`src/rtl/wb_arbiter.sv`:
```
// Writeback arbiter: seven sources plus an exception write share one
// register-file write port through an 8-way data mux.
//
// Ports:
//   clk, reset      clock; synchronous active-high reset
//   req[6:0]        one-cycle request pulse per writeback source
//   dest_in[34:0]   5-bit destination per source, sampled with req[k]
//   exc_req         request to write the mux constant (code 7)
//   mux_sel[2:0]    registered mux select
//   reg_wr          register-file write enable
//   wr_addr[4:0]    registered write address
//   grant[7:0]      one-hot completion pulse, bit 7 = exception
//   busy            work pending or in service
//   err             sticky: a request was lost
module wb_arbiter #(
  parameter logic [4:0] EXC_DEST = 5'd31
) (
  input  logic        clk,
  input  logic        reset,
  input  logic [6:0]  req,
  input  logic [34:0] dest_in,
  input  logic        exc_req,
  output logic [2:0]  mux_sel,
  output logic        reg_wr,
  output logic [4:0]  wr_addr,
  output logic [7:0]  grant,
  output logic        busy,
  output logic        err
);

  typedef enum logic [1:0] {
    IDLE,
    SETUP,
    WRITE
  } state_t;

  state_t      state;
  state_t      state_nx;
  logic [7:0]  pend;
  logic [4:0]  dst [8];
  logic [2:0]  win;
  logic [2:0]  rr_ptr;
  logic        wr_q;
  logic [7:0]  gnt_q;

  logic [7:0]  reqv;
  logic [7:0]  in_wr;
  logic [7:0]  avail;
  logic        lost;
  logic [2:0]  ptr;
  logic [2:0]  pick;
  logic        found;

  assign reqv = {exc_req, req};

  // The source in its write cycle is treated as already retired, so a
  // fresh request from it is accepted and it is excluded from selection.
  always_comb begin
    in_wr = '0;
    if (state == WRITE) in_wr[win] = 1'b1;
  end

  assign avail = pend & ~in_wr;
  assign lost  = |(reqv & avail);

  // Selection at the end of a write already uses the advanced pointer.
  always_comb begin
    ptr = rr_ptr;
    if (state == WRITE && win != 3'd7)
      ptr = (win == 3'd6) ? 3'd0 : win + 3'd1;
  end

  always_comb begin
    found = 1'b0;
    pick  = 3'd0;
    if (avail[7]) begin
      found = 1'b1;
      pick  = 3'd7;
    end else begin
      for (int i = 0; i < 7; i++) begin
        if (!found && avail[(int'(ptr) + i) % 7]) begin
          found = 1'b1;
          pick  = 3'((int'(ptr) + i) % 7);
        end
      end
    end
  end

  always_comb begin
    state_nx = state;
    unique case (state)
      IDLE:    state_nx = found ? SETUP : IDLE;
      SETUP:   state_nx = WRITE;
      WRITE:   state_nx = found ? SETUP : IDLE;
      default: state_nx = IDLE;
    endcase
  end

  always_ff @(posedge clk) begin
    if (reset) begin
      state   <= IDLE;
      pend    <= '0;
      for (int k = 0; k < 8; k++) dst[k] <= '0;
      win     <= '0;
      rr_ptr  <= '0;
      mux_sel <= '0;
      wr_addr <= '0;
      wr_q    <= 1'b0;
      gnt_q   <= '0;
      err     <= 1'b0;
    end else begin
      state <= state_nx;
      pend  <= avail | reqv;
      for (int k = 0; k < 7; k++)
        if (reqv[k] && !avail[k]) dst[k] <= dest_in[5*k +: 5];
      if (exc_req && !avail[7]) dst[7] <= EXC_DEST;
      if (lost) err <= 1'b1;
      if (state == WRITE && win != 3'd7) rr_ptr <= ptr;
      if (state_nx == SETUP) begin
        win     <= pick;
        mux_sel <= pick;
        wr_addr <= dst[pick];
      end
      wr_q  <= (state_nx == WRITE) && (wr_addr != 5'd0);
      gnt_q <= (state_nx == WRITE) ? (8'd1 << win) : 8'd0;
    end
  end

  // Reset arriving in the write cycle kills the strobes immediately.
  assign reg_wr = wr_q & ~reset;
  assign grant  = gnt_q & {8{~reset}};
  assign busy   = (|pend) || (state != IDLE);

endmodule
```
`config.mk`:
```
export PLATFORM = sky130hd
export DESIGN_NAME = wb_arbiter
export DESIGN_NICKNAME = d
export VERILOG_FILES = /design/src/rtl/wb_arbiter.sv
export SDC_FILE = /design/constraint.sdc
export NUM_CORES = 1
export LEC_CHECK = 0
export BUFFER_PORTS_ARGS = -buffer_cell sky130_fd_sc_hd__buf_2
export CAP_MARGIN = 20
export CORE_MARGIN = 1.5
export CORE_UTILIZATION = 30
export CTS_CLUSTER_SIZE = 30
export DETAILED_ROUTE_END_ITERATION = 8
export GPL_TIMING_DRIVEN = 0
export SYNTH_ARGS = -nofsm -noshare
export SYNTH_HDL_FRONTEND = slang
export SYNTH_SLANG_ARGS = --single-unit
export TNS_END_PERCENT = 30
```
`constraint.sdc`:
```
create_clock -name clk -period 6.8 [get_ports clk]
set_input_delay 1.02 -clock clk [delete_from_list [all_inputs] [get_ports clk]]
set_output_delay 1.02 -clock clk [all_outputs]
set_load 0.02 [all_outputs]
```
==> results of run 1 <==
-- layer usage --
layer	share of wire [%]	wire length [um]	GRT usage (%)	vias up
met5	0	0	0	-
met1	48	8050	26.1	2470
met4	1.9	324	4.27	0
met3	6.1	1030	3.00	29
met2	44	7500	26.9	241
li1	-	-	-	2465
-- cells in the mapped netlist, types with 4 or more instances --
master,n,share of area [%]
o211ai_1,8,1.1
nand3_1,13,1.2
nand3b_1,5,0.70
ha_1,20,4.7
o21ai_0,17,1.6
or3b_2,4,0.65
mux2_2,5,1.0
xnor2_1,12,2.0
o31ai_1,6,0.84
and2_1,33,3.8
nor3_1,11,1.0
o221a_1,6,1.3
edfxtp_1,36,20
a221oi_1,5,0.82
a21oi_1,33,3.1
nand4_1,4,0.47
dfxtp_1,31,12
clkbuf_1,16,1.1
mux2i_1,35,6.5
a31oi_1,9,1.0
nor2b_1,19,2.2
buf_2,8,0.75
o21a_1,13,1.8
a22oi_1,7,0.98
a211oi_1,4,0.56
nand2b_1,13,1.5
or2_2,4,0.47
inv_1,14,0.98
nand2_1,52,3.6
nor4_1,7,0.82
nor2_1,62,4.3
a21o_1,8,1.1
-- report_power, final --
| group | switching, mW | internal, mW |
|---|---|---|
| sequential | 0.0344 | 0.475 |
| combinational | 0.982 | 0.683 |
| clock | 0.166 | 0.280 |
-- final timing paths --
| kind | end | slack, ps | cells after the start | from |
|---|---|---|---|---|
| setup / recovery | wr_addr[2]$_SDFFE_PP0N_ | 310 | 27 | win[1]$_SDFFE_PP0N_ |
| hold / removal | wr_q$_SDFF_PP0_ | 590 | 1 | wr_addr[4]$_SDFFE_PP0N_ |
| setup reg to reg | wr_addr[2]$_SDFFE_PP0N_ | 310 | 27 | win[1]$_SDFFE_PP0N_ |
| hold reg to reg | wr_q$_SDFF_PP0_ | 590 | 1 | wr_addr[4]$_SDFFE_PP0N_ |
-- cell families after synthesis --
logic type,synth area share [%]
fa+ha+maj,4.66
compound gates,23.5
flops,31.7
mux,9.71
simple gates,25.1
xor+xnor,1.96
buf+inv,3.47
-- layout make-up --
class | instances | area, sq um | area share (%)
multi-input combinational | 494 | 3700 | 55.6
sequential | 67 | 1700 | 25.6
timing repair buffer | 83 | 478 | 7.19
tap | 225 | 282 | 4.24
clock buffer | 10 | 229 | 3.45
buffer | 25 | 131 | 1.98
inverter | 17 | 68.8 | 1.04
clock inverter | 6 | 56.3 | 0.847
-- sequential cells by signal, summed over array words and instances, names as in the netlist --
signal / count
dst: 36
gnt_q: 8
pend: 8
wr_addr: 5
rr_ptr: 3
win: 3
state: 2
err: 1
wr_q: 1
-- metrics by stage --
stage | area (sq um) | setup WS [ps] | hold slack [ps] | power, mW | setup TNS (ps)
finish | 6640 | 315 | 591 | 2.62 | 0
global route | 6640 | -5.72 | 601 | 2.77 | -5.72
CTS | 6450 | 1.26 | 581 | 2.47 | 0
detailed placement | 5970 | -1600 | 556 | 1.94 | -12990
global placement | 5960 | -1660 | 561 | 1.93 | -13470
floorplan | 5370 | 146 | 546 | 1.59 | 0
-- what timing repair did --
item | 4_1_cts | 5_1_grt
buffers inserted | 11 | 9
endpoints found under the setup margin | 9 | 9
resized for setup | 25 | 28
pin swaps | 6 | 10
==> impl_metrics.py, run 1 <==
metrics = {
    "drt": {
        "via_count": 5205,
        "avgRoutedWirePerCell_um": 18.2,
        "drt_pass1_iterations": 5,
        "detail_route.iter0.violations": 532,
        "drc": 0,
        "wl_um": 16900,
        "ant_nets": 0,
        "viasPerCell": 5.61,
    },
    "die": {
        "start_util_pct": 30.8,
        "io_pins": 64,
        "fp.dieW_um": 137,
        "rows": 48,
        "fp.coreArea_sq_um": 17400,
        "die_area_sq_um": 18700,
        "die_h_um": 137,
    },
    "run_status": {
        "status": "complete, no violations",
    },
    "clock_tree": {
        "clock-sinks": 67,
        "cts_tree": "done",
        "clk_pin_slew_ps": 50,
        "htreeDepth": 3,
        "holdBufCountCts": 0,
        "clock_latency_ps": 320,
        "root_buffer": "clkbuf_16",
        "cts_buffer_depth": 2,
        "cts_made_buffers": 9,
    },
    "sta": {
        "drv_slew": 0,
        "tightest_slew_ps": 1110,
        "finalCritPeriodShare_pct": 95.4,
        "fmax_mhz": 154,
        "fin_crit_ps": 6490,
        "hold_violations": 0,
        "setup_viol": 0,
        "slew_headroom_pct": 25.8,
        "fin_skew_ps": 7.52,
    },
    "worst_setup_path": {
        "crit_required_ps": 6980,
        "path_max_fanout": 10,
        "cp_slowest_cell": "or3b_2",
        "crit_arrival_ps": 6670,
        "cp_top_family": "simple AND/OR/NAND/NOR gates",
        "path_buf_inv": 7,
        "slowest_delay_ps": 490,
        "worst_setup_path_end_kind": "register",
        "crit_path_start_kind": "register",
        "critical_path_class": "register to register",
    },
    "final_layout": {
        "area_delta_synth_final_pct": 23.7,
        "layout_commonest_cell": "buf_2",
        "instances_no_fill": 927,
        "drive_gt1_share_pct": 24.4,
        "diodes": 0,
        "most-common-layout-cells": "buf_2, nor2_1, nand2_1",
        "nFillCells": 1789,
        "utilization_pct": 38.1,
        "fin_nets": 762,
    },
    "grt": {
        "grt_pass1_wl_um": 25700,
        "grt_pass1_vias": 4721,
        "track_usage_pct": 17.8,
        "gr-total-overflow": 0,
        "antenna_found_initial": 0,
        "grt_max_degree": 12,
    },
    "synthesis": {
        "syn_inst": 606,
        "ys_seq_area_share_pct": 31.7,
        "async_reset_ff_share_pct": 0,
        "syn_area_sq_um": 5370,
        "ys_ff_latch": 67,
        "synth_edf_count": 36,
        "ys.flop_type": "edfxtp_1",
        "synth.distinct_cells": 91,
        "avgSynthCellArea_sq_um": 8.87,
        "syn_nets": 671,
        "synth_warnings": 0,
    },
    "pwr": {
        "p_leak_nw": 2.67,
        "pwr_density_cell_nw_per_um2": 394,
        "peakVddDrop_mv": 0.162,
    },
    "placement": {
        "gp_routability_congestion": 0.952,
        "place_inst": 894,
        "hpwl_um": 12600,
        "io_buffers": 62,
    },
    "run": {
        "max_cap_violations": 0,
    },
    "min_path": {
        "min_path_type": "register to register",
    },
}
(Power assumes the default switching activity.)
==> inputs of run 2 (changes only) <==
Settings changed: CTS_BUF_LIST set to sky130_fd_sc_hd__clkbuf_16.
==> run 2 against run 1 <==
Power about the same. Combinational power about the same. Maximum frequency unchanged. Sequential share of layout area unchanged. Clock skew about the same. Clock power about the same. Sequential power about the same. Via count unchanged. Largest power group unchanged.
==> impl_metrics.py, run 2 (synthesized netlist as in run 1, its figures left out) <==
metrics = {
    "run_status": {
        "status": "complete, no violations",
    },
    "sta": {
        "drv_slew": 0,
        "setup_viol": 0,
        "tightest_slew_ps": 1110,
        "holdWs_ps": 591,
        "slew_headroom_pct": 25.8,
        "fin_skew_ps": 7.52,
        "fmax_mhz": 154,
        "hold_violations": 0,
        "fin_crit_ps": 6490,
        "finalCritPeriodShare_pct": 95.4,
        "fin_ws_ps": 315,
    },
    "final_layout": {
        "drive_gt1_share_pct": 24.4,
        "area_delta_synth_final_pct": 23.7,
        "diodes": 0,
        "largestRegisters": "dst: 36 flops, gnt_q: 8 flops, pend: 8 flops",
        "area.sequential_sq_um": 1700,
        "instances_no_fill": 927,
        "multiInputGateArea_sq_um": 3700,
        "nFillCells": 1789,
        "most-common-layout-cells": "buf_2, nor2_1, nand2_1",
        "utilization_pct": 38.1,
        "fin_nets": 762,
        "final_area_sq_um": 6640,
        "layout_commonest_cell": "buf_2",
        "largest_reg_flops": 36,
        "top_register": "dst",
    },
    "clock_tree": {
        "clk_pin_slew_ps": 50,
        "htreeDepth": 3,
        "cts_tree": "done",
        "root_buffer": "clkbuf_16",
        "clock-sinks": 67,
        "cts_buffer_depth": 2,
        "clock_latency_ps": 320,
        "cts_made_buffers": 9,
    },
    "die": {
        "start_util_pct": 30.8,
        "io_pins": 64,
        "die_h_um": 137,
        "fp.dieW_um": 137,
        "fp.coreArea_sq_um": 17400,
        "rows": 48,
        "die_area_sq_um": 18700,
    },
    "grt": {
        "track_usage_pct": 17.8,
        "grt_max_degree": 12,
        "gr-total-overflow": 0,
        "grt_pass1_wl_um": 25700,
        "grt_pass1_vias": 4721,
        "antenna_found_initial": 0,
    },
    "worst_setup_path": {
        "worst_setup_path_end_kind": "register",
        "cp_slowest_cell": "or3b_2",
        "crit_path_start_kind": "register",
        "cp_top_family": "simple AND/OR/NAND/NOR gates",
        "path_buf_inv": 7,
        "slowest_delay_ps": 490,
        "path_max_fanout": 10,
        "critical_path_class": "register to register",
        "crit_arrival_ps": 6670,
        "crit_required_ps": 6980,
    },
    "drt": {
        "drc": 0,
        "avgRoutedWirePerCell_um": 18.2,
        "ant_nets": 0,
        "detail_route.iter0.violations": 532,
        "viasPerCell": 5.61,
        "via_count": 5205,
        "wl_um": 16900,
        "drt_pass1_iterations": 5,
    },
    "placement": {
        "post-place-ws_ps": -1600,
        "place_inst": 894,
        "gp_routability_congestion": 0.952,
        "hpwl_um": 12600,
        "dpl-instance-area_sq_um": 5970,
        "io_buffers": 62,
    },
    "min_path": {
        "min_path_type": "register to register",
    },
    "pwr": {
        "peakVddDrop_mv": 0.162,
        "pwr_density_cell_nw_per_um2": 394,
        "p_leak_nw": 2.68,
    },
    "run": {
        "max_cap_violations": 0,
    },
}
[run 2: where the power goes]
| group | leakage, nW | switching, mW | internal, mW |
|---|---|---|---|
| sequential | 0.642 | 0.0344 | 0.475 |
| clock | 0.144 | 0.166 | 0.279 |
| combinational | 1.89 | 0.982 | 0.683 |
| total | 2.68 | 1.18 | 1.44 |
[run 2: routing by layer]
layer  up-vias  track usage, %  share of wire (%)
li1       2465               -                  -
met1      2470            26.1                 48
met2       241            26.9                 44
met3        29            3.00                6.1
met4         0            4.27                1.9
met5         -               0                  0
[run 2: through the flow]
step	power (mW)	setup TNS [ps]
floorplan	1.59	0
detailed placement	1.94	-12990
global placement	1.93	-13470
global route	2.77	-5.72
CTS	2.47	0
finish	2.62	0
[run 2: worst register-to-register path, stage by stage, from the launching register on]
cell and delay [ps]:
dfxtp_1 310, buf_2 160, clkbuf_2 200, nand2_1 150
inv_1 60, ha_1 230, or3b_1 390, buf_2 240
a2bb2oi_4 290, inv_2 170, ha_1 230, clkbuf_1 220
a31oi_1 240, nand2_1 150, ha_1 340, nor3_2 160
a22oi_1 110, or3b_2 490, a32o_1 300, o22ai_4 240
nand2_1 170, nand4bb_4 290, o22ai_2 300, nand2_4 100
buf_6 170, mux2_1 370, a22oi_1 180, a21oi_1 90
[run 2: worst paths after layout]
| kind | startpoint | depth (start not counted) | slack (ps) | end |
|---|---|---|---|---|
| max | win[1]$_SDFFE_PP0N_ | 27 | 310 | wr_addr[2]$_SDFFE_PP0N_ |
| min | wr_addr[4]$_SDFFE_PP0N_ | 1 | 590 | wr_q$_SDFF_PP0_ |
| max reg2reg | win[1]$_SDFFE_PP0N_ | 27 | 310 | wr_addr[2]$_SDFFE_PP0N_ |
| min reg2reg | wr_addr[4]$_SDFFE_PP0N_ | 1 | 590 | wr_q$_SDFF_PP0_ |
[run 2: area by class of cell]
cell class,count,area share (%)
tap,225,4.24
inverter,17,1.04
clock buffer,9,3.39
clock inverter,7,0.904
timing repair buffer,83,7.19
multi-input combinational,494,55.6
sequential,67,25.6
buffer,25,1.98
[run 2: repair_timing]
item,in CTS,in global routing
setup buffers,11,9
endpoints found under the setup margin,9,9
gates resized for setup,25,28
hold buffers,0,0
pin swaps,6,10
